[src/rtl/imm_packer_if.sv]
// ---------------------------------------------------------------------------
// imm_packer_if
//   Request/response bundle for the immediate packer.
//   Request side : in_valid, in_ready, immsrc, imm, base
//   Response side: out_valid, out_ready, instr, err, err_count
//   modport master : the producer/consumer around the packer (drives requests,
//                    accepts packed words)
//   modport slave  : the packer itself
// ---------------------------------------------------------------------------
interface imm_packer_if #(
   parameter int ERRCNT_W = 8
);
   logic                in_valid;
   logic                in_ready;
   logic [1:0]          immsrc;
   logic [31:0]         imm;
   logic [31:0]         base;
   logic                out_valid;
   logic                out_ready;
   logic [31:0]         instr;
   logic                err;
   logic [ERRCNT_W-1:0] err_count;

   modport master (
      output in_valid, immsrc, imm, base, out_ready,
      input  in_ready, out_valid, instr, err, err_count
   );

   modport slave (
      input  in_valid, immsrc, imm, base, out_ready,
      output in_ready, out_valid, instr, err, err_count
   );
endinterface

[src/rtl/imm_packer.sv]
// ---------------------------------------------------------------------------
// imm_packer
//   Inverse of the immediate extender: scatters a signed 32-bit immediate
//   into the immediate fields of a base instruction word chosen by immsrc
//   (00 I, 01 S, 10 B, 11 J). Used when building instruction images on-chip.
//
//   Two-stage valid/ready pipeline:
//     stage 1 registers the request and flags immediates the format cannot
//             represent (rerr),
//     stage 2 registers the packed word, which is presented directly on the
//             outputs.
//   Unrepresentable immediates are still packed from their truncated bits
//   and reported with err=1; delivered error words are counted in a
//   saturating counter.
//
// Ports
//   clk      : clock, rising edge
//   reset_n  : asynchronous active-low reset; deassertion is expected to be
//              synchronised to clk by the reset controller
//   bus      : imm_packer_if.slave (request in, packed word out)
// ---------------------------------------------------------------------------
module imm_packer #(
   parameter int ERRCNT_W = 8
) (
   input  logic       clk,
   input  logic       reset_n,
   imm_packer_if.slave bus
);

   localparam logic [1:0] FMT_I = 2'b00;
   localparam logic [1:0] FMT_S = 2'b01;
   localparam logic [1:0] FMT_B = 2'b10;
   localparam logic [1:0] FMT_J = 2'b11;

   localparam logic [ERRCNT_W-1:0] ERR_MAX = {ERRCNT_W{1'b1}};
   localparam logic [ERRCNT_W-1:0] ERR_ONE = {{(ERRCNT_W-1){1'b0}}, 1'b1};

   // An immediate fits a format when every bit above the top encoded bit is a
   // copy of that bit (pure sign extension); B and J additionally have no
   // bit 0 field, so odd values cannot be encoded.
   function automatic logic range_err(input logic [1:0] fmt, input logic [31:0] v);
      logic e;
      case (fmt)
         FMT_I:   e = (v[31:11] != {21{v[11]}});
         FMT_S:   e = (v[31:11] != {21{v[11]}});
         FMT_B:   e = (v[31:12] != {20{v[12]}}) | v[0];
         FMT_J:   e = (v[31:20] != {12{v[20]}}) | v[0];
         default: e = 1'b1;
      endcase
      return e;
   endfunction

   // Overwrite only the immediate fields of the base word; all other bits of
   // base pass through. Only imm[20:0] is ever encoded by any format.
   function automatic logic [31:0] pack(input logic [1:0]  fmt,
                                        input logic [20:0] v,
                                        input logic [31:0] b);
      logic [31:0] w;
      w = b;
      case (fmt)
         FMT_I: begin
            w[31:20] = v[11:0];
         end
         FMT_S: begin
            w[31:25] = v[11:5];
            w[11:7]  = v[4:0];
         end
         FMT_B: begin
            w[31]    = v[12];
            w[7]     = v[11];
            w[30:25] = v[10:5];
            w[11:8]  = v[4:1];
         end
         FMT_J: begin
            w[31]    = v[20];
            w[19:12] = v[19:12];
            w[20]    = v[11];
            w[30:21] = v[10:1];
         end
         default: begin
            w = b;
         end
      endcase
      return w;
   endfunction

   logic                s1_valid_r;
   logic [1:0]          s1_immsrc_r;
   logic [20:0]         s1_imm_r;
   logic [31:0]         s1_base_r;
   logic                s1_rerr_r;

   logic                s2_valid_r;
   logic [31:0]         s2_instr_r;
   logic                s2_err_r;

   logic [ERRCNT_W-1:0] err_count_r;

   logic                adv1_s;
   logic                adv2_s;
   logic                deliver_s;

   // A stage may take new data when it is empty or its occupant leaves this
   // cycle. in_ready depends only on state and out_ready, never on in_valid.
   assign adv2_s    = ~s2_valid_r | bus.out_ready;
   assign adv1_s    = ~s1_valid_r | adv2_s;
   assign deliver_s = s2_valid_r & bus.out_ready;

   // Stage 1: capture request and classify whether the format can hold it
   always_ff @(posedge clk or negedge reset_n) begin
      if (!reset_n) begin
         s1_valid_r  <= 1'b0;
         s1_immsrc_r <= 2'b00;
         s1_imm_r    <= 21'd0;
         s1_base_r   <= 32'd0;
         s1_rerr_r   <= 1'b0;
      end else if (adv1_s) begin
         s1_valid_r <= bus.in_valid;
         // Payload only moves with a real request, so a bubble leaves it idle.
         if (bus.in_valid) begin
            s1_immsrc_r <= bus.immsrc;
            s1_imm_r    <= bus.imm[20:0];
            s1_base_r   <= bus.base;
            s1_rerr_r   <= range_err(bus.immsrc, bus.imm);
         end
      end
   end

   // Stage 2: pack the stage-1 word into the output register; holds on stall
   always_ff @(posedge clk or negedge reset_n) begin
      if (!reset_n) begin
         s2_valid_r <= 1'b0;
         s2_instr_r <= 32'd0;
         s2_err_r   <= 1'b0;
      end else if (adv2_s) begin
         s2_valid_r <= s1_valid_r;
         if (s1_valid_r) begin
            s2_instr_r <= pack(s1_immsrc_r, s1_imm_r, s1_base_r);
            s2_err_r   <= s1_rerr_r;
         end
      end
   end

   // Saturating count of error words actually handed to the consumer
   always_ff @(posedge clk or negedge reset_n) begin
      if (!reset_n) begin
         err_count_r <= {ERRCNT_W{1'b0}};
      end else if (deliver_s && s2_err_r && (err_count_r != ERR_MAX)) begin
         err_count_r <= err_count_r + ERR_ONE;
      end
   end

   assign bus.in_ready  = adv1_s;
   assign bus.out_valid = s2_valid_r;
   assign bus.instr     = s2_instr_r;
   assign bus.err       = s2_err_r;
   assign bus.err_count = err_count_r;

endmodule
[src/flat_wrapper.sv]
// flat-port wrapper written by rule: the top's interface ports become plain ports
module imm_packer_flat 
#(
   parameter int ERRCNT_W = 8
)
  (clk, reset_n, bus_in_valid, bus_immsrc, bus_imm, bus_base, bus_out_ready, bus_in_ready, bus_out_valid, bus_instr, bus_err, bus_err_count);
  imm_packer_if #(.ERRCNT_W(ERRCNT_W)) bus_i ();
  input  logic clk;
  input  logic reset_n;
  input wire logic [$bits(bus_i.in_valid)-1:0] bus_in_valid;
  input wire logic [$bits(bus_i.immsrc)-1:0] bus_immsrc;
  input wire logic [$bits(bus_i.imm)-1:0] bus_imm;
  input wire logic [$bits(bus_i.base)-1:0] bus_base;
  input wire logic [$bits(bus_i.out_ready)-1:0] bus_out_ready;
  output wire logic [$bits(bus_i.in_ready)-1:0] bus_in_ready;
  output wire logic [$bits(bus_i.out_valid)-1:0] bus_out_valid;
  output wire logic [$bits(bus_i.instr)-1:0] bus_instr;
  output wire logic [$bits(bus_i.err)-1:0] bus_err;
  output wire logic [$bits(bus_i.err_count)-1:0] bus_err_count;
  assign bus_i.in_valid = bus_in_valid;
  assign bus_i.immsrc = bus_immsrc;
  assign bus_i.imm = bus_imm;
  assign bus_i.base = bus_base;
  assign bus_i.out_ready = bus_out_ready;
  assign bus_in_ready = bus_i.in_ready;
  assign bus_out_valid = bus_i.out_valid;
  assign bus_instr = bus_i.instr;
  assign bus_err = bus_i.err;
  assign bus_err_count = bus_i.err_count;
  imm_packer #(.ERRCNT_W(ERRCNT_W)) u_core (.clk(clk), .reset_n(reset_n), .bus(bus_i));
endmodule
[config.mk]
export PLATFORM = sky130hd
export DESIGN_NAME = imm_packer_flat
export DESIGN_NICKNAME = d
export VERILOG_FILES = /design/src/rtl/imm_packer_if.sv /design/src/rtl/imm_packer.sv /design/src/flat_wrapper.sv
export SDC_FILE = /design/constraint.sdc
export NUM_CORES = 1
export LEC_CHECK = 0
export ABC_AREA = 1
export CAP_MARGIN = 10
export CORE_ASPECT_RATIO = 1.1
export CORE_MARGIN = 1
export CORE_UTILIZATION = 25
export DETAILED_ROUTE_END_ITERATION = 12
export SETUP_SLACK_MARGIN = 0.3
export SYNTH_ARGS = -nofsm -noshare
export SYNTH_HDL_FRONTEND = slang
export SYNTH_SLANG_ARGS = --single-unit
[constraint.sdc]
create_clock -name clk -period 1.4 [get_ports clk]
set_clock_uncertainty 0.05 [all_clocks]
set_input_delay 0.35 -clock clk [delete_from_list [all_inputs] [get_ports clk]]
set_output_delay 0.35 -clock clk [all_outputs]
set_load 0.05 [all_outputs]
==> results.tsv, run 1 <==
metric	value	unit
CP endpoint kind	primary output	
post-synthesis sequential area ratio	56.4	%
Max IR drop VDD	0.000597	V
RSZ-0062 raised after global routing	true	
core area	15900	sq um
Final ANT Viol Nets	0	
outcome	complete, but fails checks	
Net Count, Synth	522	
Slew headroom	72.0	%
# IOs	113	
row count	48	
Pwr Density	1640	nW/um^2
CTS tree	built	
largest net degree at the start of global routing	60	
pre-CTS setup slack	-0.406	ns
ranking of synthesized cells by area	dfrtp_1, nand2_1, mux2_2	
initial antenna violation count	0	
Startpoint Class	register	
clock power share	19.1	%
Comb power frac	50.0	%
Max Transition Viols Final	0	
Crit path arrival time	1.09	ns
switching portion of total power	37.2	%
most used flip-flop cell after synthesis	dfrtp_1	
Worst Path Buf+Inv	2	
Die Y	136	um
Bufs on Longest Clock Path	2	
mean area per synthesized cell	9.14	sq um
asr flop ratio synth	100	%
CTS buffer count	9	
main combinational cell family by area after synthesis	simple AND/OR/NAND/NOR gates	
global-route wire length before repair	18700	um
CP max FO	2	
Critical Setup Path Class	reg2out	
sequential power share	30.8	%
Synth warnings	0	
mean number of vias per cell	4.43	
Netlist cell types	28	
post-synthesis xor/xnor area fraction	1.29	%
final setup fails	14	
Final Hold Fails	0	
Post-Syn Area	4090	sq um
remaining global-route overflow	0	
CTS sink cnt	92	
actual slew at the worst max-slew pin	0.420	ns
number of global-route vias before repair	3827	
FF+latch count, synth	92	
area grow syn2layout	92.9	%
violated checks	setup timing	
Tmin final	1.49	ns
Initial Util	25.8	%
mux contribution to synthesized area	6.06	%
Top Family by Delay on Critical Path	flip-flops	
max cap viols	0	
slowest stage delay, CP	0.43	ns
GPL Wtd Cong	0.835	
nets	724	
GRT Total Usage	14.5	%
H-Tree Depth	3	
Fmax achieved	673	MHz
Req. time, crit path	1.00	ns
EDFF count, synth	0	
Worst-path clk slew	0.06	ns
Synth top cells by count	nand2_1, dfrtp_1, nor2_1	
cell count after synthesis	447	
most numerous cell in the Yosys netlist	nand2_1	
adder-cell share of the synthesized area	1.53	%
worst hold path type	in2reg	
critical-path cell list	nand3_4, buf_6, buf_12	
Synth Area in Compound Gates	9.83	%
Buffers on Ports	105	
post-synth top area cell	dfrtp_1	
fill cell total of the finished layout	1368	
DR WL/cell	14.6	um
Starting DRT DRC Count	217	
top cell type's share of synthesized area	56.4	%
drt pass-1 iters	4	
DP HPWL	7720	um
switching pwr	0.00482	W
P_leak	3.68	nW
Inserted Diodes	0	
final setup margin	-0.0855	ns
die footprint	16900	sq um
Final period util	106	%
CTS root buf	clkbuf_16	
worst skew pair latency	0.33	ns
via count	3786	
Internal Power	0.00813	W
floorplan die width	124	um
Final Hold Slack	0.433	ns
simple-gate share of the synthesized area	17.9	%
worst-path cell with the longest stage delay	dfrtp_2	
DR DRC count	0	
routed wire length	12500	um
layout cells sized above 1	46.0	%
-- power groups by stage --
stage	logic [W]	clock network, W	registers (W)
2_1_floorplan	0.00126	0	0.00517
3_3_place_gp	0.00511	0	0.00398
3_5_place_dp	0.00518	0	0.00400
4_1_cts	0.00594	0.00252	0.00397
5_1_grt	0.00682	0.00266	0.00406
6_report	0.00648	0.00248	0.00399
-- cell usage in the layout, fill, tap and decap left out, types with 10 or more instances in the layout --
master | netlist | final
a21oi_2 | 0 | 28
buf_4 | 6 | 54
clkdlybuf4s50_1 | 0 | 46
nand2_1 | 106 | 86
clkbuf_16 | 0 | 13
nor2_4 | 0 | 20
o21ai_1 | 0 | 15
inv_1 | 44 | 37
nor2_1 | 58 | 33
mux2_4 | 0 | 22
nand2_4 | 1 | 10
dfrtp_1 | 92 | 84
buf_12 | 0 | 52
nand2_2 | 2 | 11
o21ai_2 | 0 | 13
dlygate4sd2_1 | 0 | 11
buf_6 | 2 | 26
-- worst register-to-register path: cells and delay by family (launching register included) --
family                 cells  cell delay (ns)
and+or+nand+nor            2             0.20
DFF                        1             0.43
muxes                      1             0.28
buffers and inverters      3             0.39
-- registers in the layout (all words and copies together) (netlist names) --
register / cells
u_core.bus.instr: 32
u_core.s1_rerr_r: 1
u_core.bus.out_valid: 1
u_core.s1_base_r: 25
u_core.s1_valid_r: 1
u_core.bus.err: 1
u_core.s1_imm_r: 21
u_core.s1_immsrc_r: 2
u_core.bus.err_count: 8
-- metal layers --
layer | wire length, um | global-route usage (%) | share of wire [%]
met1 | 5230 | 17.4 | 42
met5 | 0 | 0 | 0
met4 | 208 | 6.02 | 1.7
met3 | 575 | 2.89 | 4.6
met2 | 6490 | 25.2 | 52
-- through the flow --
step	area [sq um]	instances	total power [W]	utilization, %	TNS [ns]
floorplan	4350	447	0.00643	-	-6.61
global placement	6260	774	0.00908	39.5	-27.74
detailed placement	6260	774	0.00918	39.5	-27.61
CTS	7280	825	0.0124	45.9	-1.28
global route	7880	854	0.0135	49.7	-1.57
finish	7880	854	0.0130	49.7	-0.460
-- worst paths after layout --
kind | from | to | slack, ns | depth (start not counted)
worst max-delay path | u_core.bus.out_valid | bus_in_ready | -0.09 | 3
worst min-delay path | bus_imm[19] | u_core.s1_imm_r[19] | 0.43 | 3
worst max register to register | u_core.bus.out_valid | u_core.s1_imm_r[19] | -0.06 | 6
worst min register to register | u_core.s1_imm_r[20] | u_core.s1_imm_r[20] | 0.45 | 2
max in group asynchronous | reset_n | u_core.bus.instr[24] | 0.43 | 3
min in group asynchronous | reset_n | u_core.s1_base_r[5] | 0.50 | 3
-- logic make-up (layout without fill, tap and decap cells) --
group,count (synthesis),in the layout
simple gates,181,181
flops,92,92
compound gates,77,77
buf+inv,64,271
mux,22,22
xor+xnor,6,6
fa+ha+maj,5,5
-- final cells by class --
| cell class | count | area, sq um | area share [%] |
|---|---|---|---|
| repair buffers | 208 | 2690 | 34.1 |
| flip-flops and latches | 92 | 2310 | 29.3 |
| multi-input cells | 291 | 2130 | 27.0 |
| well taps | 200 | 250 | 3.18 |
| clock buffers | 12 | 246 | 3.13 |
| inverters | 46 | 195 | 2.48 |
| clock inverters | 4 | 56.3 | 0.715 |
| repair inverters | 1 | 7.51 | 0.0953 |
-- what timing repair did --
item	CTS	global route
buffers inserted	27	25
hold endpoints to repair	59	0
hold buffers	1	0
setup endpoints to repair	135	135
gates resized for setup	108	87
pin swaps	31	24
gates cloned	7	4
Note: power is estimated with default switching activity, not from simulation.
==> inputs of run 2 (changes only) <==
--- a/config.mk
+++ b/config.mk
@@ -11,7 +11,9 @@
 export CORE_MARGIN = 1
 export CORE_UTILIZATION = 25
 export DETAILED_ROUTE_END_ITERATION = 12
+export HOLD_SLACK_MARGIN = 0.06
 export SETUP_SLACK_MARGIN = 0.3
+export SLEW_MARGIN = 20
 export SYNTH_ARGS = -nofsm -noshare
 export SYNTH_HDL_FRONTEND = slang
 export SYNTH_SLANG_ARGS = --single-unit
==> results of run 2 <==
No change in the layout: final DEF, timing and power equal those of run 1.
==> inputs of run 3 (changes only) <==
--- a/config.mk
+++ b/config.mk
@@ -8,9 +8,9 @@
 export ABC_AREA = 1
 export CAP_MARGIN = 10
 export CORE_ASPECT_RATIO = 1.1
-export CORE_MARGIN = 1
 export CORE_UTILIZATION = 25
 export DETAILED_ROUTE_END_ITERATION = 12
+export DONT_BUFFER_PORTS = 1
 export HOLD_SLACK_MARGIN = 0.06
 export SETUP_SLACK_MARGIN = 0.3
 export SLEW_MARGIN = 20
==> run 3 against run 2 <==
  * Sequential share of layout area grew 7.1 points
  * Power shrank 16%
  * Cell count shrank 16%
  * Critical endpoint unchanged
  * Register-to-register slack gained 0.03 ns
  * Largest power group is now registers
  * Critical path type unchanged
  * Critical path depth shrank 1
  * The run ends with hold timing, setup timing left
  * Maximum frequency grew 1.3%
  * Non-clock buffer count shrank 138
  * Combinational power shrank 47%
==> results.tsv, run 3 (same netlist as run 1, synthesis figures left out) <==
metric	value	unit	change
outcome	complete, but fails checks		
violated checks	hold timing, setup timing		
DR DRC count	0		unchanged
CTS tree	built		
worst-path cell with the longest stage delay	dfrtp_2		
critical-path cell list	nand3_4, buf_8		
row count	48		unchanged
Pwr Density	1690	nW/um^2	+2.6%
CP endpoint kind	primary output		
GPL Wtd Cong	0.788		-5.6%
remaining global-route overflow	0		unchanged
routed wire length	11700	um	-6.7%
Final Hold Slack	-0.344	ns	-0.777 ns
actual slew at the worst max-slew pin	0.306	ns	-0.114 ns
Slew headroom	79.6	%	+7.6 points
Final Hold Fails	92		+92
total negative slack	-0.349	ns	+0.111 ns
H-Tree Depth	3		unchanged
Die Y	136	um	unchanged
Startpoint Class	register		
Crit path arrival time	1.07	ns	-0.02 ns
Top Family by Delay on Critical Path	flip-flops		
final setup fails	11		-3
Inserted Diodes	0		unchanged
Critical Setup Path Class	reg2out		
P_leak	2.85	nW	-23%
RSZ-0062 raised after global routing	true		
Max Transition Viols Final	0		unchanged
Pwr Total	0.0109	W	-16%
via count	3275		-13%
most frequent cells in the layout	nand2_1, dfrtp_1, inv_1		
CTS root buf	clkbuf_16		
Req. time, crit path	1.00	ns	about the same
floorplan die width	124	um	unchanged
largest net degree at the start of global routing	93		+55%
Worst-path clk slew	0.07	ns	about the same
final setup margin	-0.0667	ns	+0.0187 ns
Design Area, Final	6440	sq um	-18%
core area	15900	sq um	unchanged
DR WL/cell	16.3	um	+11%
Initial Util	25.8	%	unchanged
# IOs	113		unchanged
global-route wire length before repair	16300	um	-13%
commonest non-fill, non-tap cell in the layout	nand2_1		
CTS buffer count	9		unchanged
Bufs on Longest Clock Path	2		unchanged
CP max FO	3		+1
flop2flop setup slack	-0.03	ns	+0.03 ns
Final period util	105	%	-1.3 points
GRT Total Usage	12.7	%	-1.9 points
r2r endpoint	u_core.bus.err_count[5]		
Max IR drop VDD	0.000603	V	+1.1%
pre-CTS setup slack	-0.00680	ns	+0.399 ns
area grow syn2layout	57.5	%	
crit path to	bus_in_ready		
CTS sink cnt	92		unchanged
DP HPWL	6940	um	-10%
Buffers on Ports	0		-100%
drt pass-1 iters	4		unchanged
Final ANT Viol Nets	0		unchanged
Worst Path Buf+Inv	1		-1
Starting DRT DRC Count	133		-39%
Fmax achieved	682	MHz	+1.3%
layout cells sized above 1	55.2	%	+9.2 points
Crit path depth	2		-1
nets	586		-19%
R2R cell count	9		+3
worst hold path type	in2async		
worst setup path start	u_core.bus.out_valid		
number of global-route vias before repair	3331		-13%
mean number of vias per cell	4.57		+3.2%
die footprint	16900	sq um	unchanged
worst reg2reg startpoint	u_core.bus.err_count[0]		
Area after DPL	4680	sq um	-25%
initial antenna violation count	0		unchanged
number of flip-flops in the largest register	32		unchanged
max cap viols	0		unchanged
worst skew pair latency	0.34	ns	about the same
slowest stage delay, CP	0.44	ns	about the same
Tmin final	1.47	ns	-0.0187 ns
## run 3: worst min path at each step
stage / to / cells after the start / slack (ns) / from
global placement: u_core.bus.instr[29] / 0 / 0.006 / reset_n
floorplan: u_core.bus.err / 0 / 0.004 / reset_n
global route: u_core.bus.instr[8] / 0 / -0.37 / reset_n
CTS: u_core.bus.instr[21] / 0 / -0.36 / reset_n
detailed placement: u_core.bus.instr[28] / 0 / 0.006 / reset_n
finish: u_core.bus.instr[8] / 0 / -0.34 / reset_n
## run 3: layer usage
metal / GRT usage [%] / share of wire (%) / vias up
met3: 3.61 / 5.0 / 17
li1: - / - / 1568
met2: 22.2 / 53 / 79
met5: 0 / 0 / -
met4: 4.28 / 1.9 / 0
met1: 14.6 / 40 / 1611
## run 3: timing repair
action / CTS / global route
buffers inserted: 13 / 13
cloned: 7 / 9
endpoints found under the setup margin: 128 / 135
hold endpoints to repair: 92 / 92
pin swaps: 23 / 21
resized for setup: 153 / 112
## run 3: where the power goes
part / switching, W / internal, W / leakage (nW)
logic: 0.00171 / 0.00171 / 1.66
registers: 0.00178 / 0.00336 / 1.04
clock network: 0.00107 / 0.00123 / 0.142
total: 0.00455 / 0.00630 / 2.85
## run 3: worst register-to-register path, delay by kind of cell, from the launching register on
kind                     cells  cell delay (ns)
flip-flops                   1             0.44
adder cells (fa/ha/maj)      1             0.19
AND/OR/NAND/NOR              8             0.64
## run 3: per-stage QoR
| step | cells | utilization, % |
|---|---|---|
| floorplan | 447 | - |
| global placement | 658 | 29.5 |
| detailed placement | 658 | 29.5 |
| CTS | 694 | 35.7 |
| global route | 716 | 40.6 |
| finish | 716 | 40.6 |
## run 3: final cells by class
class,instances,area [sq um]
fill,1489,9420
sequential,92,2350
multi-input combinational,291,2290
timing repair buffer,70,1070
tap,200,250
clock buffer,9,225
inverter,46,195
clock inverter,7,56.3
timing repair inverter,1,7.51
